==> config.mk <==
export PLATFORM = sky130hd
export DESIGN_NAME = id_ex_operand_stage
export DESIGN_NICKNAME = d
export VERILOG_FILES = /design/src/rtl/mips_pipe_pkg.sv /design/src/rtl/fwd_mux.sv /design/src/rtl/id_ex_operand_stage.sv
export SDC_FILE = /design/constraint.sdc
export NUM_CORES = 1
export LEC_CHECK = 0
export BUFFER_PORTS_ARGS = -buffer_cell sky130_fd_sc_hd__buf_4
export CORE_AREA = 2 2 132 109
export CTS_BUF_LIST = sky130_fd_sc_hd__clkbuf_8
export CTS_CLUSTER_DIAMETER = 150
export DETAILED_ROUTE_END_ITERATION = 12
export DIE_AREA = 0 0 134 111
export PLACE_DENSITY = 0.88
export REMOVE_ABC_BUFFERS = 1
export SLEW_MARGIN = 20
export SYNTH_ARGS = -nofsm -noshare
export SYNTH_HDL_FRONTEND = slang
export SYNTH_SLANG_ARGS = --single-unit
==> constraint.sdc <==
create_clock -name clk -period 2.5 [get_ports clk]
set_input_delay 0.5 -clock clk [delete_from_list [all_inputs] [get_ports clk]]
set_output_delay 0.5 -clock clk [all_outputs]
set_load 0.01 [all_outputs]
==> src/rtl/mips_pipe_pkg.sv <==
// Shared types for the five-stage MIPS pipeline: ALU opcodes, EX control
// bundle and the hard-wired zero register specifier.
package mips_pipe_pkg;

  typedef enum logic [1:0] {
    ALU_ADD = 2'b00,
    ALU_XOR = 2'b01,
    ALU_SUB = 2'b10,
    ALU_SLT = 2'b11
  } alu_op_t;

  typedef struct packed {
    logic reg_write;
    logic mem_read;
    logic mem_write;
    logic mem_to_reg;
  } ctrl_t;

  localparam logic [4:0] REG_ZERO  = 5'd0;
  localparam ctrl_t      CTRL_NONE = '0;

endpackage

==> src/rtl/fwd_mux.sv <==
// Operand forwarding mux: picks the youngest in-flight producer of i_src,
// falling back to the value latched from the register file. Register 0 is
// never forwarded because it reads as zero architecturally.
module fwd_mux
  import mips_pipe_pkg::*;
#(
  parameter int WIDTH    = 32,
  parameter int REG_BITS = 5
) (
  input  logic [REG_BITS-1:0] i_src,
  input  logic [WIDTH-1:0]    i_data_q,
  input  logic                i_exmem_reg_write,
  input  logic [REG_BITS-1:0] i_exmem_rd,
  input  logic [WIDTH-1:0]    i_exmem_result,
  input  logic                i_memwb_reg_write,
  input  logic [REG_BITS-1:0] i_memwb_rd,
  input  logic [WIDTH-1:0]    i_memwb_data,
  output logic [WIDTH-1:0]    o_data
);

  localparam logic [REG_BITS-1:0] ZERO_REG = REG_BITS'(REG_ZERO);

  logic w_exmem_hit;
  logic w_memwb_hit;

  assign w_exmem_hit = i_exmem_reg_write && (i_exmem_rd != ZERO_REG) && (i_exmem_rd == i_src);
  assign w_memwb_hit = i_memwb_reg_write && (i_memwb_rd != ZERO_REG) && (i_memwb_rd == i_src);

  // EX/MEM is younger than MEM/WB, so it takes priority on a double match.
  assign o_data = w_exmem_hit ? i_exmem_result :
                  w_memwb_hit ? i_memwb_data   : i_data_q;

endmodule

==> src/rtl/id_ex_operand_stage.sv <==
// ID/EX pipeline register with operand forwarding into the ALU and
// load-use hazard detection that stalls IF/ID for one cycle.
module id_ex_operand_stage
  import mips_pipe_pkg::*;
#(
  parameter int WIDTH    = 32,
  parameter int REG_BITS = 5
) (
  input  logic                clk,
  input  logic                reset_n,
  input  logic                id_valid,
  input  logic [REG_BITS-1:0] id_rs,
  input  logic [REG_BITS-1:0] id_rt,
  input  logic [REG_BITS-1:0] id_rd,
  input  logic [WIDTH-1:0]    id_data_a,
  input  logic [WIDTH-1:0]    id_data_b,
  input  logic [WIDTH-1:0]    id_imm,
  input  logic                id_alu_src,
  input  logic                id_reg_dst,
  input  logic [1:0]          id_alu_ctrl,
  input  logic                id_reg_write,
  input  logic                id_mem_read,
  input  logic                id_mem_write,
  input  logic                id_mem_to_reg,
  input  logic                flush,
  input  logic                exmem_reg_write,
  input  logic [REG_BITS-1:0] exmem_rd,
  input  logic [WIDTH-1:0]    exmem_result,
  input  logic                memwb_reg_write,
  input  logic [REG_BITS-1:0] memwb_rd,
  input  logic [WIDTH-1:0]    memwb_data,
  output logic [WIDTH-1:0]    BussA,
  output logic [WIDTH-1:0]    BussB,
  output logic [1:0]          ALUControl,
  output logic [WIDTH-1:0]    ex_store_data,
  output logic [REG_BITS-1:0] ex_dest,
  output logic                ex_valid,
  output logic                ex_reg_write,
  output logic                ex_mem_read,
  output logic                ex_mem_write,
  output logic                ex_mem_to_reg,
  output logic                stall_req
);

  localparam logic [REG_BITS-1:0] ZERO_REG = REG_BITS'(REG_ZERO);

  logic                r_valid;
  ctrl_t               r_ctrl;
  alu_op_t             r_alu_ctrl;
  logic                r_alu_src;
  logic [REG_BITS-1:0] r_rs;
  logic [REG_BITS-1:0] r_rt;
  logic [REG_BITS-1:0] r_dest;
  logic [WIDTH-1:0]    r_data_a;
  logic [WIDTH-1:0]    r_data_b;
  logic [WIDTH-1:0]    r_imm;

  logic                w_bubble;
  logic [WIDTH-1:0]    w_fwd_a;
  logic [WIDTH-1:0]    w_fwd_b;
  ctrl_t               w_id_ctrl;

  assign w_id_ctrl = '{reg_write:  id_reg_write,
                       mem_read:   id_mem_read,
                       mem_write:  id_mem_write,
                       mem_to_reg: id_mem_to_reg};

  // A load in EX cannot forward its data until MEM, so any reader in ID waits.
  // Because this uses r_valid, an async reset drops it immediately.
  assign stall_req = r_valid && r_ctrl.mem_read && (r_dest != ZERO_REG) && id_valid &&
                     ((r_dest == id_rs) || (r_dest == id_rt));

  assign w_bubble = flush || stall_req || !id_valid;

  // Latch decoded fields; a bubble only needs valid and control cleared.
  always_ff @(posedge clk or negedge reset_n) begin
    if (!reset_n) begin
      r_valid    <= 1'b0;
      r_ctrl     <= CTRL_NONE;
      r_alu_ctrl <= ALU_ADD;
      r_alu_src  <= 1'b0;
      r_rs       <= '0;
      r_rt       <= '0;
      r_dest     <= '0;
      r_data_a   <= '0;
      r_data_b   <= '0;
      r_imm      <= '0;
    end else begin
      // NOTE: non-blocking so every register samples pre-edge values, matching flop behaviour.
      r_alu_ctrl <= alu_op_t'(id_alu_ctrl);
      r_alu_src  <= id_alu_src;
      r_rs       <= id_rs;
      r_rt       <= id_rt;
      r_dest     <= id_reg_dst ? id_rd : id_rt;
      r_data_a   <= id_data_a;
      r_data_b   <= id_data_b;
      r_imm      <= id_imm;
      if (w_bubble) begin
        r_valid <= 1'b0;
        r_ctrl  <= CTRL_NONE;
      end else begin
        r_valid <= 1'b1;
        r_ctrl  <= w_id_ctrl;
      end
    end
  end

  fwd_mux #(.WIDTH(WIDTH), .REG_BITS(REG_BITS)) u_fwd_a (
    .i_src             (r_rs),
    .i_data_q          (r_data_a),
    .i_exmem_reg_write (exmem_reg_write),
    .i_exmem_rd        (exmem_rd),
    .i_exmem_result    (exmem_result),
    .i_memwb_reg_write (memwb_reg_write),
    .i_memwb_rd        (memwb_rd),
    .i_memwb_data      (memwb_data),
    .o_data            (w_fwd_a)
  );

  fwd_mux #(.WIDTH(WIDTH), .REG_BITS(REG_BITS)) u_fwd_b (
    .i_src             (r_rt),
    .i_data_q          (r_data_b),
    .i_exmem_reg_write (exmem_reg_write),
    .i_exmem_rd        (exmem_rd),
    .i_exmem_result    (exmem_result),
    .i_memwb_reg_write (memwb_reg_write),
    .i_memwb_rd        (memwb_rd),
    .i_memwb_data      (memwb_data),
    .o_data            (w_fwd_b)
  );

  // Store data always takes the forwarded rt, even when B carries the immediate.
  assign BussA         = w_fwd_a;
  assign BussB         = r_alu_src ? r_imm : w_fwd_b;
  assign ex_store_data = w_fwd_b;
  assign ALUControl    = r_alu_ctrl;
  assign ex_dest       = r_dest;
  assign ex_valid      = r_valid;
  assign ex_reg_write  = r_ctrl.reg_write;
  assign ex_mem_read   = r_ctrl.mem_read;
  assign ex_mem_write  = r_ctrl.mem_write;
  assign ex_mem_to_reg = r_ctrl.mem_to_reg;

endmodule
==> results.cfg <==
[run_status]
status = finished, violations left
failed_checks = setup timing

[place]
dp_cells = 1021
pre_cts_slack_ns = -0.401
dp_hpwl_mm = 14.7
place_area_sq_um = 8520
portBuffers = 307
gp_congestion = 0.923

[yosys]
syn_area_sq_um = 5590
syn_avg_cell_area_sq_um = 11.0
ys_seq_area_share_pct = 53.3
syn_inst = 507
synth_cell_type_count = 36
synth_edf_count = 0
synth.largest_area_cell = dfrtp_1
synth_commonest_cells = dfrtp_1 (119), nor2_1 (52), a21oi_1 (34)
synth-async-reset-ratio_pct = 100
netlist.area_leader.share_pct = 53.3
yosysWarnings = 0
synth_top_cells_by_area = dfrtp_1 (53%), mux2_2 (5.8%), mux2i_1 (5.7%)
synth_most_common_cell = dfrtp_1
synth-seq-cells = 119
synthFlopType = dfrtp_1

[cells_and_area]
finalNetCount = 1079
instances_no_fill = 1076
stdcell_area_sq_um = 10700
antenna_cells = 0
reg_top3 = r_data_a: 32 flops, r_data_b: 32 flops, r_imm: 32 flops
synthToLayoutAreaGrowth_pct = 91.7
fin_util_pct = 78.1
fillers = 779
final_layout_size_suffix_gt1_share_pct = 68.6

[grt]
grt_pass1_wl_mm = 32.9
grt_pass1_vias = 6181
antenna_found_initial = 0
track_usage_pct = 29.2
grt_max_degree = 44
globalRouteOverflowTotal = 0

[sta]
whs_ns = 0.0232
setup_viol = 96
max_freq_mhz = 347
setup_ws_ns = -0.383
final_hold_viol_count = 0
setup_tns_ns = -27.72
maxSlewHeadroom_pct = 57.6
worst_slew_pin_slew_ns = 0.636
rsz0062_at_grt = yes
finalCriticalPeriod_ns = 2.88
fin_crit_sh_pct = 115
finClkSkew_ns = 0.00806
drv_slew = 0

[detailed_routing]
drt-total-wl_mm = 25.4
vias_per_cell = 5.55
drc = 0
drt_iter0_drc = 356
vias = 5977
wire_per_inst_um = 23.6
ant_nets = 0
drtPass1Iterations = 5

[die]
ios = 308
start_util_pct = 40.7
die-area_sq_um = 14900
die_x_um = 134
die_y_um = 111
fp-row-count = 39
core_area_sq_um = 13700

[clock_tree]
cts.sinks = 119
cts_buffers = 17
max-clock-path-buffers = 2
htreeDepth = 4
clkTransAtPathRegs_ns = 0.07
root_buffer = clkbuf_8
cts_tree = done
clk_latency_ns = 0.44

[min_path]
hold_class = in2async

[setup_path]
critPathLaunchType = flop
cp_max_fo = 12
crit_arrival_ns = 2.38
endpoint_kind = output pin
worstPathRequired_ns = 2.00
criticalPathCategory = reg2out

[pwr]
cellLeakagePower_nw = 4.79
total_power_mw = 5.37
vdd_ir_drop_max_mv = 0.417
cellPowerDensity_nw_per_um2 = 502

[run]
maxCapViolations = 0
[cell usage in the layout, fill, tap and decap left out, types with 3 or more instances in the layout]
master     count
buf_4        316
dfrtp_1      118
buf_6         44
inv_1         27
nor2_4        26
xnor2_1       23
a21oi_2       23
clkbuf_8      20
mux2_2        18
or3_4         17
buf_12        17
nor2_1        16
o21ai_1       15
nor3_4        15
a31oi_4       14
mux2i_1       14
mux2_4        11
o21ai_0       10
a31oi_2       10
nor2_2        10
nand2_1       10
nor3_2         9
mux2i_2        9
mux2i_4        9
and3_1         8
or3_1          7
a221oi_4       7
a21oi_1        7
o31ai_1        6
clkbuf_16      6
and2_1         5
nand3_1        4
xor2_1         4
a21oi_4        4
bufinv_16      4
xnor2_2        3
nand4_1        3
or4_4          3
buf_16         3
[power by group]
part	total [mW]	internal, mW	switching [mW]	leakage [nW]
clock	1.94	1.15	0.796	0.224
sequential	2.09	2.02	0.0679	1.39
combinational	1.34	0.730	0.608	3.17
total	5.37	3.90	1.47	4.79
[final timing paths]
path | from | endpoint | slack [ns] | cells after the start
max | r_rt[0] | BussB[11] | -0.38 | 9
min | reset_n | ex_mem_to_reg | 0.02 | 1
max reg2reg | ex_dest[0] | ex_mem_write | 1.07 | 5
min reg2reg | ex_mem_read | ex_valid | 0.75 | 3
max in group asynchronous | reset_n | r_imm[13] | 1.81 | 2
min in group clk | id_data_a[15] | r_data_a[15] | 0.15 | 1
[worst max-delay path, cell delays in order, from the launching register on]
cell	delay, ns
dfrtp_1	0.43
buf_6	0.15
xnor2_2	0.14
nand4_1	0.15
buf_4	0.20
buf_12	0.16
nor3_4	0.20
a31oi_4	0.07
mux2_4	0.31
buf_6	0.12
[logic make-up (layout without fill, tap and decap cells)]
family                 after synthesis  in the layout  share of synthesized area [%]
flip-flops                         119            119                           53.3
AO/OA/AOI/OAI                      102            102                           13.3
multiplexers                        61             61                           11.6
buffers and inverters               57            442                           4.66
XOR/XNOR                            30             30                           4.84
AND/OR/NAND/NOR                    138            138                           12.3
[cell type report]
cell class	count	area [sq um]	area share, %
Timing Repair Buffer	387	3460	32.3
Sequential cell	119	2980	27.8
Clock buffer	20	275	2.57
Clock inverter	11	156	1.46
Tap cell	184	230	2.15
Inverter	24	90.1	0.841
Multi-Input combinational cell	331	3520	32.9
[per-layer routing]
| layer | track usage, % | part of all wire (%) |
|---|---|---|
| met5 | 0 | 0 |
| met4 | 13.5 | 4.7 |
| met3 | 9.05 | 8.9 |
| met2 | 51.8 | 51 |
| met1 | 31.8 | 36 |
[what timing repair did]
action	4_1_cts	5_1_grt
pin swaps	40	36
hold buffers	0	0
setup buffers	9	4
gates resized for setup	114	194
gates cloned	3	8
setup endpoints to repair	96	96
Note: power is estimated with default switching activity, not from simulation.
